==> src/rtl/cordic_pkg.sv <==
// cordic_pkg: shared constants, types and the arctangent table for the
// cordic rotation engine and the cordic_sched job scheduler.
//   DATA_W / FRAC_W : Q2.16 datapath width and fraction bits
//   GUARD_W         : extra fraction bits carried inside the engine
//   THETA_MAX       : largest accepted |theta|, pi/2 in Q2.16
//   CORDIC_K        : 1/gain start value for x, in Q(FRAC_W+GUARD_W)
//   sched_state_t   : scheduler FSM states
//   atan_lut()      : atan(2^-i) in Q2.16
package cordic_pkg;

  localparam int DATA_W  = 32;
  localparam int FRAC_W  = 16;
  localparam int GUARD_W = 8;

  localparam logic signed [DATA_W-1:0] THETA_MAX = 32'sd102944;

  // 0.6072529351 * 2^24; x starts here so the rotation gain cancels out
  localparam logic signed [DATA_W-1:0] CORDIC_K = 32'sd10188014;

  typedef enum logic [2:0] {
    IDLE,
    ISSUE,
    WAIT,
    CAPTURE,
    RESP
  } sched_state_t;

  // atan(2^-i) scaled by 2^FRAC_W; entries past 16 round to zero
  function automatic logic signed [DATA_W-1:0] atan_lut(input int i);
    logic signed [DATA_W-1:0] v;
    case (i)
      0:       v = 32'sd51472;
      1:       v = 32'sd30386;
      2:       v = 32'sd16055;
      3:       v = 32'sd8150;
      4:       v = 32'sd4091;
      5:       v = 32'sd2047;
      6:       v = 32'sd1024;
      7:       v = 32'sd512;
      8:       v = 32'sd256;
      9:       v = 32'sd128;
      10:      v = 32'sd64;
      11:      v = 32'sd32;
      12:      v = 32'sd16;
      13:      v = 32'sd8;
      14:      v = 32'sd4;
      15:      v = 32'sd2;
      16:      v = 32'sd1;
      default: v = 32'sd0;
    endcase
    return v;
  endfunction

endpackage

==> src/rtl/cordic.sv <==
// cordic: iterative rotation-mode CORDIC engine, one micro-rotation per
// clock. An init pulse loads a new angle; after ITERATIONS clocks the
// outputs hold cos/sin of theta until the next init. No reset: every job
// starts with init, so stale state is never observed.
//   clk     in  1  : clock
//   init    in  1  : load theta and restart the iteration sequence
//   theta   in  32 : signed Q2.16 angle, |theta| <= pi/2 for valid results
//   cos_out out 32 : signed Q2.16 cosine
//   sin_out out 32 : signed Q2.16 sine
module cordic
  import cordic_pkg::*;
#(
  parameter int ITERATIONS = 16
) (
  input  logic                     clk,
  input  logic                     init,
  input  logic signed [DATA_W-1:0] theta,
  output logic signed [DATA_W-1:0] cos_out,
  output logic signed [DATA_W-1:0] sin_out
);

  localparam int STEP_W = $clog2(ITERATIONS + 1);

  logic signed [DATA_W-1:0] x;
  logic signed [DATA_W-1:0] y;
  logic signed [DATA_W-1:0] z;
  logic [STEP_W-1:0]        step;

  // Rotate towards z=0 each cycle, stop once all iterations are done so the
  // result stays put until the scheduler samples it
  always_ff @(posedge clk) begin
    if (init) begin
      x    <= CORDIC_K;
      y    <= '0;
      z    <= theta;
      step <= '0;
    end else if (step != STEP_W'(ITERATIONS)) begin
      if (!z[DATA_W-1]) begin
        x <= x - (y >>> step);
        y <= y + (x >>> step);
        z <= z - atan_lut(int'(step));
      end else begin
        x <= x + (y >>> step);
        y <= y - (x >>> step);
        z <= z + atan_lut(int'(step));
      end
      step <= step + 1'b1;
    end
  end

  // Drop the guard bits to return to Q2.16
  assign cos_out = x >>> GUARD_W;
  assign sin_out = y >>> GUARD_W;

endmodule

==> src/rtl/rr_arbiter.sv <==
// rr_arbiter: combinational round-robin arbiter. The search starts one
// past last_grant and wraps modulo NUM_REQ; the first active request wins.
//   req        in  NUM_REQ : request vector
//   last_grant in  ID_W    : index granted most recently
//   grant      out NUM_REQ : one-hot grant (all-zero when no request)
//   grant_idx  out ID_W    : encoded index of grant
//   grant_any  out 1       : some request was granted
module rr_arbiter #(
  parameter int NUM_REQ = 4,
  parameter int ID_W    = $clog2(NUM_REQ)
) (
  input  logic [NUM_REQ-1:0] req,
  input  logic [ID_W-1:0]    last_grant,
  output logic [NUM_REQ-1:0] grant,
  output logic [ID_W-1:0]    grant_idx,
  output logic               grant_any
);

  // Walk the requesters in rotated priority order, latching the first hit
  always_comb begin
    int              cand;
    logic [ID_W-1:0] cidx;
    grant     = '0;
    grant_idx = '0;
    grant_any = 1'b0;
    cand      = 0;
    cidx      = '0;
    for (int off = 1; off <= NUM_REQ; off++) begin
      cand = (int'(last_grant) + off) % NUM_REQ;
      cidx = ID_W'(cand);
      if (!grant_any && req[cidx]) begin
        grant[cidx] = 1'b1;
        grant_idx   = cidx;
        grant_any   = 1'b1;
      end
    end
  end

endmodule

==> src/rtl/cordic_sched.sv <==
// cordic_sched: round-robin scheduler sharing one cordic engine among
// NUM_REQ requesters, one job in flight at a time.
//   clk       in  1          : clock
//   rst_n     in  1          : asynchronous active-low reset
//   req_valid in  NUM_REQ    : per-requester job request
//   req_ready out NUM_REQ    : one-hot grant, only in IDLE
//   req_theta in  NUM_REQ*32 : packed Q2.16 angles, requester i at [32i+31:32i]
//   rsp_valid out 1          : result available
//   rsp_ready in  1          : consumer accepts result
//   rsp_id    out ID_W       : requester index of the result
//   rsp_cos   out 32         : Q2.16 cosine
//   rsp_sin   out 32         : Q2.16 sine
//   rsp_err   out 1          : theta was outside +/-THETA_MAX
//   busy      out 1          : a job is in progress (state != IDLE)
module cordic_sched
  import cordic_pkg::*;
#(
  parameter int NUM_REQ    = 4,
  parameter int ITERATIONS = 16,
  parameter int ID_W       = $clog2(NUM_REQ)
) (
  input  logic                        clk,
  input  logic                        rst_n,
  input  logic [NUM_REQ-1:0]          req_valid,
  output logic [NUM_REQ-1:0]          req_ready,
  input  logic [NUM_REQ*DATA_W-1:0]   req_theta,
  output logic                        rsp_valid,
  input  logic                        rsp_ready,
  output logic [ID_W-1:0]             rsp_id,
  output logic signed [DATA_W-1:0]    rsp_cos,
  output logic signed [DATA_W-1:0]    rsp_sin,
  output logic                        rsp_err,
  output logic                        busy
);

  localparam int CNT_W = $clog2(ITERATIONS + 1);

  sched_state_t             state;
  logic [CNT_W-1:0]         cnt;
  logic signed [DATA_W-1:0] theta_q;
  logic [ID_W-1:0]          id_q;
  logic                     err_q;
  logic [ID_W-1:0]          last_grant;
  logic                     init;

  logic [NUM_REQ-1:0]       grant;
  logic [ID_W-1:0]          grant_idx;
  logic                     grant_any;
  logic signed [DATA_W-1:0] sel_theta;
  logic                     sel_err;
  logic signed [DATA_W-1:0] cos_out;
  logic signed [DATA_W-1:0] sin_out;

  rr_arbiter #(
    .NUM_REQ (NUM_REQ),
    .ID_W    (ID_W)
  ) u_arb (
    .req        (req_valid),
    .last_grant (last_grant),
    .grant      (grant),
    .grant_idx  (grant_idx),
    .grant_any  (grant_any)
  );

  // The engine only ever sees the latched angle; init marks a fresh job
  cordic #(
    .ITERATIONS (ITERATIONS)
  ) u_cordic (
    .clk     (clk),
    .init    (init),
    .theta   (theta_q),
    .cos_out (cos_out),
    .sin_out (sin_out)
  );

  // Grant is offered only while idle and out of reset, so the arbiter's
  // combinational pick never leaks out during a job or under reset
  assign req_ready = (rst_n && (state == IDLE)) ? grant : '0;

  // Route the granted requester's angle and flag it if out of range
  always_comb begin
    sel_theta = '0;
    for (int i = 0; i < NUM_REQ; i++) begin
      if (grant[i]) sel_theta = req_theta[i*DATA_W +: DATA_W];
    end
    sel_err = (sel_theta > THETA_MAX) || (sel_theta < -THETA_MAX);
  end

  // Job sequencing: accept, pulse init, count out the engine latency,
  // capture the result and hold it until the consumer takes it
  always_ff @(posedge clk or negedge rst_n) begin
    if (!rst_n) begin
      state      <= IDLE;
      cnt        <= '0;
      theta_q    <= '0;
      id_q       <= '0;
      err_q      <= 1'b0;
      last_grant <= ID_W'(NUM_REQ - 1);
      init       <= 1'b0;
      busy       <= 1'b0;
      rsp_valid  <= 1'b0;
      rsp_id     <= '0;
      rsp_cos    <= '0;
      rsp_sin    <= '0;
      rsp_err    <= 1'b0;
    end else begin
      case (state)
        IDLE: begin
          if (grant_any) begin
            theta_q    <= sel_theta;
            id_q       <= grant_idx;
            err_q      <= sel_err;
            last_grant <= grant_idx;
            init       <= 1'b1;
            busy       <= 1'b1;
            state      <= ISSUE;
          end
        end
        ISSUE: begin
          init  <= 1'b0;
          cnt   <= '0;
          state <= WAIT;
        end
        WAIT: begin
          if (cnt == CNT_W'(ITERATIONS)) begin
            state <= CAPTURE;
          end else begin
            cnt <= cnt + 1'b1;
          end
        end
        CAPTURE: begin
          rsp_cos   <= cos_out;
          rsp_sin   <= sin_out;
          rsp_id    <= id_q;
          rsp_err   <= err_q;
          rsp_valid <= 1'b1;
          state     <= RESP;
        end
        RESP: begin
          if (rsp_ready) begin
            rsp_valid <= 1'b0;
            busy      <= 1'b0;
            state     <= IDLE;
          end
        end
        default: begin
          init  <= 1'b0;
          busy  <= 1'b0;
          state <= IDLE;
        end
      endcase
    end
  end

endmodule

==> config.mk <==
export PLATFORM = sky130hd
export DESIGN_NAME = cordic_sched
export DESIGN_NICKNAME = d
export VERILOG_FILES = /design/src/rtl/cordic_pkg.sv /design/src/rtl/cordic.sv /design/src/rtl/rr_arbiter.sv /design/src/rtl/cordic_sched.sv
export SDC_FILE = /design/constraint.sdc
export NUM_CORES = 1
export LEC_CHECK = 0
export CORE_AREA = 2 2 192 288
export DETAILED_ROUTE_END_ITERATION = 8
export DIE_AREA = 0 0 194 290
export SLEW_MARGIN = 20
export SYNTH_ARGS = -nofsm -noshare
export SYNTH_HDL_FRONTEND = slang
export SYNTH_SLANG_ARGS = --single-unit
==> constraint.sdc <==
create_clock -name clk -period 8 [get_ports clk]
set_input_delay 2.4 -clock clk [delete_from_list [all_inputs] [get_ports clk]]
set_output_delay 2.4 -clock clk [all_outputs]
set_load 0.005 [all_outputs]
# == Word level (Yosys, flattened, before mapping) ==
# Memories as Yosys holds them, arrays and structs flattened. A register that Yosys moved wholly into a read port is not among the register bits.
# Index checks and enable logic that the tools add are counted.
# totals
register_bits,200
latch_bits,0
ram_bits,0
rom_bits,1024
in_bits,135
output_inout_bits,73
elab_cells,141
n_memories,2
# classes
addsub,12
n_mul,0
n_div,0
order_cmp,10
n_eq_ne,10
shift,2
mux,59
n_bitwise,5
reduce_logical,24
# memory_table
memory,words,width,read_ports,rd_clocked_by_memory_dff,wr,line_no,text
(name not given),32,16,1,1,0,cordic_pkg.sv:31,case (i)
(name not given),32,16,1,1,0,cordic_pkg.sv:31,
# op_table
cell,n
$mux W32,15
$add A32 B32 Y32,3
$sub A32 B32 Y32,3
$sshr A32 B5 Y32,2
$gt A32 B18 Y1 const B,1
$lt A32 B18 Y1 const B,1
$mux W5,5
$mux W4,5
$pmux W3 S5,1
$mux W1,14
$lt A2 B3 Y1 const B,4
$or A4 B4 Y4,3
$add A5 B1 Y5 const B,2
$pmux W5 S2,1
$mux W3,3
$bmux W1 S2,4
$demux W1 S2,4
$ge A2 B1 Y1 const B,4
$logic_and A1 B1 Y1,8
$mux W2,4
$ne A2 B2 Y1 const B,4
$reduce_and A2 Y1,4
$eq A3 B2 Y1 const B,2
$reduce_and A3 Y1,2
other kinds (14),23

# == Longest topological paths before layout ==
# depth
ltp_word,19
ltp_mapped,30
mapped_depth_nobuf,24

# == By module ==
# A second synthesis with hierarchy kept.
# unflattened
cells_unflattened,2501
hier_area_um2,21904.8
# by_module_without_submodules
module,n_inst,cells_per_inst,area_each_um2,seq_area_each_um2
cordic,1,1953,16025.4,2662.6
cordic_sched,1,480,5353.9,2880.3
rr_arbiter,1,68,525.5,0.0

# == Least setup slack after synthesis ==
# No wires, ideal clock.
# synth_path
kind,input-to-output
startpoint,input req_valid[0]
endpoint,output req_ready[1]
t_arrival_ns,4.352
required_ns,5.600
path_slack_ns,1.248
cell_stages,8
n_path_buf,3
cell_sequence,mux4_2 -> clkbuf_1 -> nand3b_1 -> a2bb2oi_1 -> mux2_2 -> clkbuf_1 -> clkbuf_1 -> nor2b_1
# synth_via
elab_chain_cells,13
word_cells_on_any_way,25
classes_between,16 x mux; 3 x bitwise; 6 x reduce/logical
# synth_rtl
element,line_no,text
"start, declared",cordic_sched.sv:24,"input logic [NUM_REQ-1:0] req_valid,"
$bmux W1 S2,rr_arbiter.sv:31,if (!grant_any && req[cidx]) begin
$mux W1 (implied by the code),rr_arbiter.sv:31,
$mux W1,rr_arbiter.sv:31,
$logic_not A1 Y1,rr_arbiter.sv:31,
$logic_and A1 B1 Y1,rr_arbiter.sv:31,
$mux W1,rr_arbiter.sv:31,
$logic_not A1 Y1,rr_arbiter.sv:31,
$logic_and A1 B1 Y1,rr_arbiter.sv:31,
$mux W1,rr_arbiter.sv:31,
$logic_not A1 Y1,rr_arbiter.sv:31,
$logic_and A1 B1 Y1,rr_arbiter.sv:31,
$mux W4 *,rr_arbiter.sv:31,
$mux W4 *,cordic_sched.sv:78,assign req_ready = (rst_n && (state == IDLE)) ? grant : '0;
"end, declared",cordic_sched.sv:25,"output logic [NUM_REQ-1:0] req_ready,"
# Every way passes the cells marked *; elsewhere a longest branch is shown, timed or not. The select of a mux whose other input is x is not followed.

# == Final worst setup path ==
# layout_path
startpoint,input req_valid[0]
endpoint,output req_ready[2]
# The elaborated chain is that of the path after synthesis.

==> qor.yml <==
drive_gt1_share_pct: 11.4
skew_ns: 0.0174
synth_top_area_share_pct: 11.7
viasPerCell: 6.02
syn_area_mm2: 0.0207
dp_slack_ns: 0.776
grt_start_max_net_pins: 87
core_area_mm2: 0.0536
synth_largest_area_cell: "dfrtp_1"
yosysSeqAreaShare_pct: 24.8
worst_slack_ns: 0.745
tritoncts: "built"
drc: 0
antenna_cells: 0
ys_ff_latch: 216
clk_pin_slew_ns: 0.06
critPathKind: "input pin to primary output"
ant_nets: 0
cp-start-kind: "input pin"
fp-row-count: 104
die_w_um: 194
initial_core_util_pct: 38.7
grt_pass1_vias: 19900
synth_edf_count: 32
slew_headroom_pct: 25.6
first_pass_iters: 5
gp_congestion: 0.998
htree_levels: 1
grt_usage_pct: 25.1
wl_met3_um: 4030
timing_hold_violations_final: 0
seq_area_mm2: 0.00516
syn_to_final_growth_pct: 15.5
clock_latency_ns: 0.56
timing.final.crit_share_pct: 90.7
syn_avg_cell_area_um2: 8.51
async_flop_share_pct: 45.8
fillers: 5375
max_slew.worst_pin.slew_ns: 1.12
ys_top_cells_by_count: "nand2_1, a21oi_1, nor2_1"
multi_input_area_mm2: 0.0145
cp_max_fo: 12
synthFlopType: "dfrtp_1"
finalNonFillerCells: 3259
yosysMostFrequentCell: "nand2_1"
grt_pass1_wl_um: 113000
min_path_type: "flip-flop to flip-flop"
synthDistinctLibCells: 93
cts_buffers: 23
arrival_ns: 4.86
syn_inst: 2437
max_freq_mhz: 138
dp_hpwl_um: 56500
wl_met1_um: 25900
die-height_um: 290
fin_hold_ws_ns: 0.480
cts_hold_buffers: 0
status: "completed"
dr_wl_met2_um: 37500
max-cap-violations: 0
synthTopCellsByArea: "dfrtp_1, dfxtp_1, mux4_2"
grt-ovfl-total: 0
routed_wl_um: 72900
first_iter_violations: 1381
crit_required_ns: 5.60
top_layer_used: "met4"
place_inst: 3217
yosysWarnings: 0
crit_path_end_kind: "primary output"
ctsLongestPathBuffers: 3
antenna_found_initial: 0
dieArea_mm2: 0.0563
rsz0062_at_grt: "false"
wl_per_cell_um: 22.4
clockRootBuffer: "clkbuf_16"
slew_viol_final: 0
period_minus_slack_ns: 7.26
setup_viol: 0
numPortBuffers: 207
num_vias: 19600
boundaryPins: 208
cts_setup_buffers: 0
cts_sinks: 216
setup-tns-final_ns: 0
nets: 2806
post_cts_resized: 0
synth_fp_nets: 2690
[final timing paths]
path                       slack [ns]             start  depth (start not counted)        endpoint
hold / removal                   0.48       theta_q[20]                          2     theta_q[20]
max in group asynchronous        4.72             rst_n                          3      rsp_cos[0]
hold reg to reg                  0.48       theta_q[20]                          2     theta_q[20]
setup reg to reg                 0.82  u_cordic.step[1]                         22  u_cordic.y[30]
min in group asynchronous        1.98             rst_n                          2     rsp_sin[11]
setup / recovery                 0.74      req_valid[0]                          7    req_ready[2]
[registers in the layout (all words and copies together), names as in the netlist, 2 cells and up, named ones only]
name	cells
rsp_sin	24
u_cordic.x	32
rsp_id	2
theta_q	32
cnt	5
u_cordic.step	5
id_q	2
rsp_cos	24
state	3
last_grant	2
u_cordic.y	32
u_cordic.z	32
[worst max-delay path, cell delays in order]
cell	delay (ns)
clkdlybuf4s50_1	0.50
mux4_2	0.63
nand3b_1	0.21
a221o_1	0.32
and2_1	0.18
nor2_1	0.11
clkdlybuf4s50_1	0.51
[area by class of cell]
type                       count  area share, %
multi-input combinational   1994           60.5
tap                          689           3.60
sequential                   216           21.5
timing repair buffer         259           10.4
clock buffer                  31           2.70
clock inverter                11          0.376
inverter                      59          0.924
[metal layers]
layer  vias to the layer above  track usage (%)
li1                       9281                -
met1                      9349             25.8
met2                       760             46.9
met3                       239             3.75
met4                         0             16.4
met5                         -                0
[logic make-up (layout without fill, tap and decap cells)]
family | count (synthesis) | in the layout | synth area share [%]
AOI/OAI and AO/OA | 724 | 724 | 22.5
xor gates and xnor gates | 149 | 149 | 6.29
adders and majority gates | 118 | 118 | 7.22
buffers and inverters | 227 | 360 | 5.43
DFF | 216 | 216 | 24.8
muxes | 236 | 236 | 16.5
and+or+nand+nor | 767 | 767 | 17.3
[through the flow]
stage / area [µm²] / util [%]
floorplan: 20700 / -
global placement: 23200 / 43.3
detailed placement: 23200 / 43.3
CTS: 24000 / 44.7
global route: 24000 / 44.7
finish: 24000 / 44.7
[cell usage in the layout, fill, tap and decap left out, types with 22 or more instances in the layout]
master           Yosys  layout
nand3_1             35      34
o21ai_0            171     171
mux4_2              74      74
edfxtp_1            32      32
o21a_1              22      22
inv_1               57      57
xor2_1              65      65
nand2_1            307     307
mux2i_1             71      70
a211oi_1            30      30
nand2b_1            38      38
xnor2_1             84      84
dfrtp_1             97      96
nor2_1             189     189
a21o_1              34      34
dfxtp_1             85      80
a221oi_1            33      33
nor2b_1             22      22
and2_1              26      26
mux2_2              85      85
nor3_1              39      39
a31oi_1             30      30
a21oi_1            208     208
ha_1               115     115
buf_4               25      51
clkbuf_16            0      24
clkdlybuf4s50_1      0     206
Power is left out: the tool's default activity adds up to more than one toggle a clock period on the data nets, which glitch-free logic cannot reach.
